<file path="src/rtl/jk_pkg.sv">
// jk_pkg: JK command encoding and the excitation function shared by the JK counter.
package jk_pkg;
    localparam logic [1:0] JK_HOLD = 2'b00;
    localparam logic [1:0] JK_RST  = 2'b01;
    localparam logic [1:0] JK_SET  = 2'b10;
    localparam logic [1:0] JK_TGL  = 2'b11;

    // Returns {j,k} that moves a cell from q to n; never yields JK_TGL.
    function automatic logic [1:0] jk_excite(input logic q, input logic n);
        return {~q & n, q & ~n};
    endfunction
endpackage

</file>
<file path="src/rtl/jk_cell.sv">
// jk_cell: single JK flip-flop; 00 hold, 01 reset, 10 set, 11 toggle on the rising edge.
module jk_cell (
    input  logic clk,
    input  logic j,
    input  logic k,
    output logic q
);
    logic q_q;

    always_ff @(posedge clk) begin
        q_q <= (j & k) ? ~q_q : j ? 1'b1 : k ? 1'b0 : q_q;
    end

    assign q = q_q;
endmodule

</file>
<file path="src/rtl/jk_counter.sv">
// jk_counter: modulo-N up/down counter stored in a bank of JK cells driven by excitation logic.
// Optional JK_COUNTER_SATURATE_EN: stop at the bounds instead of wrapping (wrap tied low).
module jk_counter
    import jk_pkg::*;
#(
    parameter int WIDTH  = 4,
    parameter int MODULO = 10
) (
    input  logic             clk,
    input  logic             rst_n,
    input  logic             en,
    input  logic             up,
    input  logic             load,
    input  logic [WIDTH-1:0] d,
    output logic [WIDTH-1:0] q,
    output logic             tc,
    output logic             wrap
);
    if (MODULO < 2 || MODULO > 2 ** WIDTH) begin : g_bad_modulo
        $error("jk_counter: MODULO out of range 2..2**WIDTH");
    end

`ifdef JK_COUNTER_SATURATE_EN
    localparam bit SAT = 1'b1;
`else
    localparam bit SAT = 1'b0;
`endif
    localparam logic [WIDTH-1:0] MAX = WIDTH'(MODULO - 1);

    logic [WIDTH-1:0] q_q, n_d, up_nx, dn_nx, ld_val, j_vec, k_vec;
    logic             at_top, at_bot, oor, wrap_d, wrap_q;

    assign at_top = q_q == MAX;
    assign at_bot = q_q == '0;
    assign oor    = 32'(q_q) >= MODULO;
    assign ld_val = (32'(d) < MODULO) ? d : MAX;
    // Out-of-range states recover to the bound in the direction of travel.
    assign up_nx  = oor ? '0 : at_top ? (SAT ? MAX : '0) : q_q + WIDTH'(1);
    assign dn_nx  = oor ? MAX : at_bot ? (SAT ? '0 : MAX) : q_q - WIDTH'(1);
    assign n_d    = load ? ld_val : en ? (up ? up_nx : dn_nx) : q_q;
    assign tc     = en & ~load & (up ? at_top : at_bot);
    assign wrap_d = tc & ~SAT;

    for (genvar i = 0; i < WIDTH; i++) begin : g_cell
        logic [1:0] jk;
        assign jk       = rst_n ? jk_excite(q_q[i], n_d[i]) : JK_RST;
        assign j_vec[i] = jk[1];
        assign k_vec[i] = jk[0];
        jk_cell u_cell (
            .clk (clk),
            .j   (jk[1]),
            .k   (jk[0]),
            .q   (q_q[i])
        );
    end

    always_ff @(posedge clk) begin
        wrap_q <= !rst_n ? 1'b0 : wrap_d;
    end

    assign q    = q_q;
    assign wrap = wrap_q;
endmodule

</file>
<file path="config.mk">
export PLATFORM = sky130hd
export DESIGN_NAME = jk_counter
export DESIGN_NICKNAME = d
export VERILOG_FILES = /design/src/rtl/jk_pkg.sv /design/src/rtl/jk_cell.sv /design/src/rtl/jk_counter.sv
export SDC_FILE = /design/constraint.sdc
export NUM_CORES = 1
export LEC_CHECK = 0
export BUFFER_PORTS_ARGS = -buffer_cell sky130_fd_sc_hd__buf_2
export CORE_AREA = 2 2 39 41
export DETAILED_ROUTE_END_ITERATION = 6
export DIE_AREA = 0 0 41 43
export PLACE_DENSITY = 0.72
export SLEW_MARGIN = 5
export SYNTH_ARGS = -nofsm -noshare
export SYNTH_HDL_FRONTEND = slang
export SYNTH_HIERARCHICAL = 1
export SYNTH_SLANG_ARGS = --single-unit
</file>
<file path="constraint.sdc">
create_clock -name clk -period 2.4 [get_ports clk]
set_input_delay 0.12 -clock clk [delete_from_list [all_inputs] [get_ports clk]]
set_output_delay 0.12 -clock clk [all_outputs]
set_load 0.03 [all_outputs]
</file>
Word-level counts from Yosys, hierarchy flattened
Cells that the tools add are included.
{"block": "word_totals", "register_bits": 5, "out_inout_bits": 6, "word_cells": 63, "inputBits": 9}
{"block": "op_classes", "n_addsub": 2, "n_eq_ne": 1, "n_reduce_logical": 5, "bitwise": 23, "magnitude_cmp": 2, "mux": 25}
{"cell": "$mux 4", "n": 8}
{"cell": "$and 1x1->1", "n": 14}
{"cell": "$mux 1", "n": 13}
{"cell": "$reduce_bool 3->1", "n": 4}
{"cell": "$not 1->1", "n": 9}
{"cell": "$mux 2", "n": 4}
{"cell": "$add 4x1->4 const B", "n": 1}
{"cell": "$eq 4x4->1 const B", "n": 1}
{"cell": "$ge 4x4->1 const B", "n": 1}
{"cell": "$logic_not 4->1", "n": 1}
{"cell": "$lt 4x4->1 const B", "n": 1}
{"cell": "$sub 4x1->4 const B", "n": 1}

Longest topological paths before layout
{"block": "logic_depth", "ltp_word": 12, "depth_mapped": 6, "ltp_nobuf": 5}

Modules after synthesis
Netlist, hierarchy kept.
{"module": "jk_counter", "cells_each": 58, "area_each_um2": 409.1, "n_inst": 1, "seq_area_each_um2": 20.0}
{"module": "jk_cell", "cells_each": 3, "area_each_um2": 43.8, "n_inst": 4, "seq_area_each_um2": 30.0}

Worst setup path after synthesis
Ideal clock, no wire load.
{"block": "synth_path", "path_kind": "flip-flop to flip-flop", "start": "register g_cell[2].u_cell.q_q", "end": "register g_cell[0].u_cell.q_q (enable)", "slack_ps": 544, "path_stages_with_launch": 7, "synth_period_minus_slack_ps": 1856, "arrival_time_ps": 1565, "required_ps": 2109, "n_path_buf": 1, "setup_time_ps": 291, "cell_sequence": "edfxtp_1 > buf_6 > o21ai_1 > mux2i_1 > a21oi_1 > nor4b_1 > or2_1"}
{"block": "synth_between", "elab_cells_between_ends": 16, "classes_between": "1 x order compare; 1 x eq/ne; 8 x mux; 4 x bitwise; 2 x reduce/logical"}
{"element": "from (decl)", "line_no": "jk_cell.sv:8", "source": "logic q_q;"}
{"element": "from (signal assigned)", "line_no": "jk_cell.sv:11", "source": "q_q <= (j & k) ? ~q_q : j ? 1'b1 : k ? 1'b0 : q_q;"}
{"element": "parallel branches: the longest is 3 deep, another holds $ge 4x4->1"}
{"element": "$mux 4 * (3 in series)", "line_no": "jk_counter.sv:40", "source": "assign n_d = load ? ld_val : en ? (up ? up_nx : dn_nx) : q_q;"}
{"element": "$and 1x1->1 *", "line_no": "jk_pkg.sv:10", "source": "return {~q & n, q & ~n};"}
{"element": "$mux 2 *", "line_no": "jk_counter.sv:46", "source": "assign jk = rst_n ? jk_excite(q_q[i], n_d[i]) : JK_RST;"}
{"element": "via g_cell[0].jk[1]", "line_no": "jk_counter.sv:45", "source": "logic [1:0] jk;"}
{"element": "$and 1x1->1", "line_no": "jk_cell.sv:11"}
{"element": "$reduce_bool 3->1 (no line) *"}
{"element": "to (signal assigned)", "line_no": "jk_cell.sv:11"}
{"element": "to (decl)", "line_no": "jk_cell.sv:8"}
Mark *: on every way through the listed nets, which the timed path passes.
A chain may end at the register's enable or synchronous reset.

Worst setup path in the final report
{"block": "layout_path", "start": "register g_cell[1].u_cell.q_q", "end": "register g_cell[0].u_cell.q_q (enable)"}
{"block": "layout_between", "elab_cells_between_ends": 16, "classes_between": "1 x order compare; 1 x eq/ne; 8 x mux; 4 x bitwise; 2 x reduce/logical"}
{"element": "from (decl)", "line_no": "jk_cell.sv:8"}
{"element": "from (signal assigned)", "line_no": "jk_cell.sv:11"}
{"element": "parallel branches: the longest is 3 deep, another holds $ge 4x4->1"}
{"element": "$mux 4 * (3 in series)", "line_no": "jk_counter.sv:40"}
{"element": "$and 1x1->1 *", "line_no": "jk_pkg.sv:10"}
{"element": "$mux 2 *", "line_no": "jk_counter.sv:46"}
{"element": "via g_cell[0].jk[1]", "line_no": "jk_counter.sv:45"}
{"element": "$and 1x1->1", "line_no": "jk_cell.sv:11"}
{"element": "$reduce_bool 3->1 (no line) *"}
Marks and branches as above.

==> out/summary.txt <==
min-delay worst type: input port to flip-flop
vias per inst: 5.96
nature of the critical path startpoint: flip-flop
H-tree depth: 1
global-route wire length before repair: 2.24 mm
Synth Cell Area: 584 µm²
global route total overflow: 0
proportion of layout cells with a drive suffix above 1: 0.265
core area: 1380 µm²
initial antenna violation count: 0
CTS tree: done
RSZ-0062 raised after global routing: false
Sw Share: 0.378
Overall Global Routing Usage: 0.195
Final Core Density: 0.470
Final Wtd Congestion: 0.810
FMAX: 0.509 GHz
Reg area: 140 µm²
Pre-antenna DRT Iters: 4
vias post-DR: 590
CTS buffer count: 3
Detailed Route WL: 1.37 mm
Int Power: 212 µW
Setup TNS Final: 0 ns
hold depth: 2
Post-Place Cell Area: 624 µm²
Worst Tran Pin Value: 0.504 ns
Port Buffer Count: 14
RR Endpoint: g_cell[0].u_cell/q
clk_lat worst skew: 0.24 ns
Tmin final: 1.97 ns
filler cell count in the final layout: 140
wire length per cell: 13.9 µm
Hold Vio Cnt, Final: 0
fin nets: 93
min-delay src: rst_n
Syn Nets: 79
die area: 1760 µm²
Hold Path End: wrap
Register-to-Register Setup Slack: 0.43 ns
Power Density: 524 nW/µm²
Slew Viols, Final: 0
Resize count post-CTS: 0
Synth cell types: 36
number of setup buffers added after CTS: 0
clk slew on worst S/H paths: 0.05 ns
maximum vdd drop: 0.383 mV
chip height: 43 µm
clock share of power: 0.294
clk sink count: 5
number of global-route vias before repair: 490
max cap viols: 0
Lkg Pwr: 0.000275 µW
syn avg cell area: 8.35 µm²
CP arrival: 1.93 ns
fin crit share: 0.819
CP endpoint kind: flip-flop
Synth Register Bits: 5
synthesized instance count: 70
1st-iter DRT viols: 26
largest net degree at the start of global routing: 17
row count: 14
chip width: 41 µm
Comb pwr share: 0.317
reg2reg path depth: 5
CP Class: flip-flop to flip-flop
Rel. slew slack: 0.664
RR Startpoint: g_cell[1].u_cell/q
Detail Placement HPWL: 985 µm
worst path required time: 2.36 ns
IO Count: 15
clk_skew: 0.00121 ns
post-synthesis sequential area ratio: 0.240
Final Power: 341 µW
Seq pwr share: 0.389
ANT cells: 0
YS warnings: 6
hold-fix buffers at CTS: 0
Starting Density: 0.422
worst-path maximum fanout: 16
DR DRC count: 0
CTS max path bufs: 2
crit path from: g_cell[1].u_cell/q
clock root cell: clkbuf_4
run status: completed
Layout area overhead: 11.3%
area occupied by multi-input gates: 379 µm²
Final Setup Violations: 0
ANT nets after route: 0
Sw Pwr: 129 µW
final instance area: 651 µm²
sequential cells by signal (all words and copies together) (netlist names):
name,cells
g_cell.u_cell/q,4
wrap,1
layout by cell type (no fill, tap or decap), types with 2 or more instances in the layout:
| cell type | instances |
|---|---|
| buf_2 | 14 |
| a21boi_1 | 4 |
| or2_1 | 4 |
| clkbuf_4 | 3 |
| edfxtp_1 | 4 |
| nor3_1 | 4 |
| a21oi_1 | 3 |
| nand2_1 | 4 |
| o211ai_1 | 2 |
| and2_1 | 2 |
| inv_1 | 3 |
| a21o_1 | 3 |
| o21ai_0 | 3 |
| o21ai_1 | 5 |
| a211oi_1 | 2 |
| nor4_2 | 2 |
logic make-up (layout without fill, tap and decap cells):
logic type / Yosys count / in the layout / synth area share
compound gates: 30 / 30 / 0.366
buf+inv: 9 / 22 / 0.111
flops: 5 / 5 / 0.240
mux: 1 / 1 / 0.0171
simple gates: 25 / 25 / 0.266
how the worst max path moves through the flow:
stage,endpoint,slack (ns),cells after the start
floorplan,g_cell[0].u_cell/q,0.54,6
global placement,g_cell[1].u_cell/q,0.48,5
detailed placement,g_cell[0].u_cell/q,0.46,5
CTS,g_cell[1].u_cell/q,0.45,5
global route,g_cell[1].u_cell/q,0.31,5
finish,g_cell[0].u_cell/q,0.43,5
synthesized netlist by cell type:
library cell,number,area share
o21ai_1,5,0.043
a21boi_1,4,0.051
buf_6,4,0.077
edfxtp_1,4,0.21
nand2_1,4,0.026
nor3_1,4,0.034
or2_1,4,0.043
a21o_1,3,0.039
a21oi_1,3,0.026
inv_1,3,0.019
o21ai_0,3,0.026
a211oi_1,2,0.026
and2_1,2,0.021
nor4_2,2,0.043
o211ai_1,2,0.026
a2111oi_2,1,0.026
a32o_1,1,0.017
a32oi_1,1,0.015
a41o_1,1,0.017
and2b_1,1,0.013
and3_1,1,0.011
buf_2,1,0.0086
dfxtp_1,1,0.034
inv_2,1,0.0064
mux2i_1,1,0.017
nand2b_1,1,0.011
nand3_1,1,0.0086
nand3b_1,1,0.013
nor2_1,1,0.0064
nor2_2,1,0.011
nor2b_1,1,0.011
nor4b_1,1,0.015
o21a_1,1,0.013
o311ai_1,1,0.015
o31a_1,1,0.015
o31ai_1,1,0.013
per-layer routing:
metal	track usage	up-vias	part of all wire
met5	0	-	0
met4	0.120	0	0.017
met3	0.0785	2	0.047
met2	0.272	23	0.47
met1	0.237	271	0.46
li1	-	294	-
critical path, stage by stage, from the launching register on:
cell	delay (ns)
edfxtp_1	0.60
o21ai_1	0.30
mux2i_1	0.20
a21oi_1	0.08
nor4b_1	0.33
or2_1	0.17
area by class of cell:
type,instances,share of cell area
tap,16,0.0308
inverter,4,0.0231
sequential,5,0.215
clock buffer,4,0.0404
multi-input combinational,56,0.583
timing repair buffer,14,0.108
stage by stage:
stage / instances / hold WS, ns / worst slack, ns
after global routing: 99 / 0.131 / 0.307
after CTS: 99 / 0.126 / 0.446
after detailed placement: 95 / 0.390 / 0.456
final: 99 / 0.144 / 0.434
after global placement: 95 / 0.382 / 0.482
after floorplan: 70 / 0.242 / 0.544
power groups by stage:
stage / clock [µW] / combinational [µW] / sequential [µW]
global placement: 0 / 105 / 133
finish: 100 / 108 / 133
global route: 115 / 119 / 136
detailed placement: 0 / 107 / 134
floorplan: 0 / 91.2 / 130
CTS: 107 / 107 / 132
No activity file was read; power rests on OpenSTA's default activity.
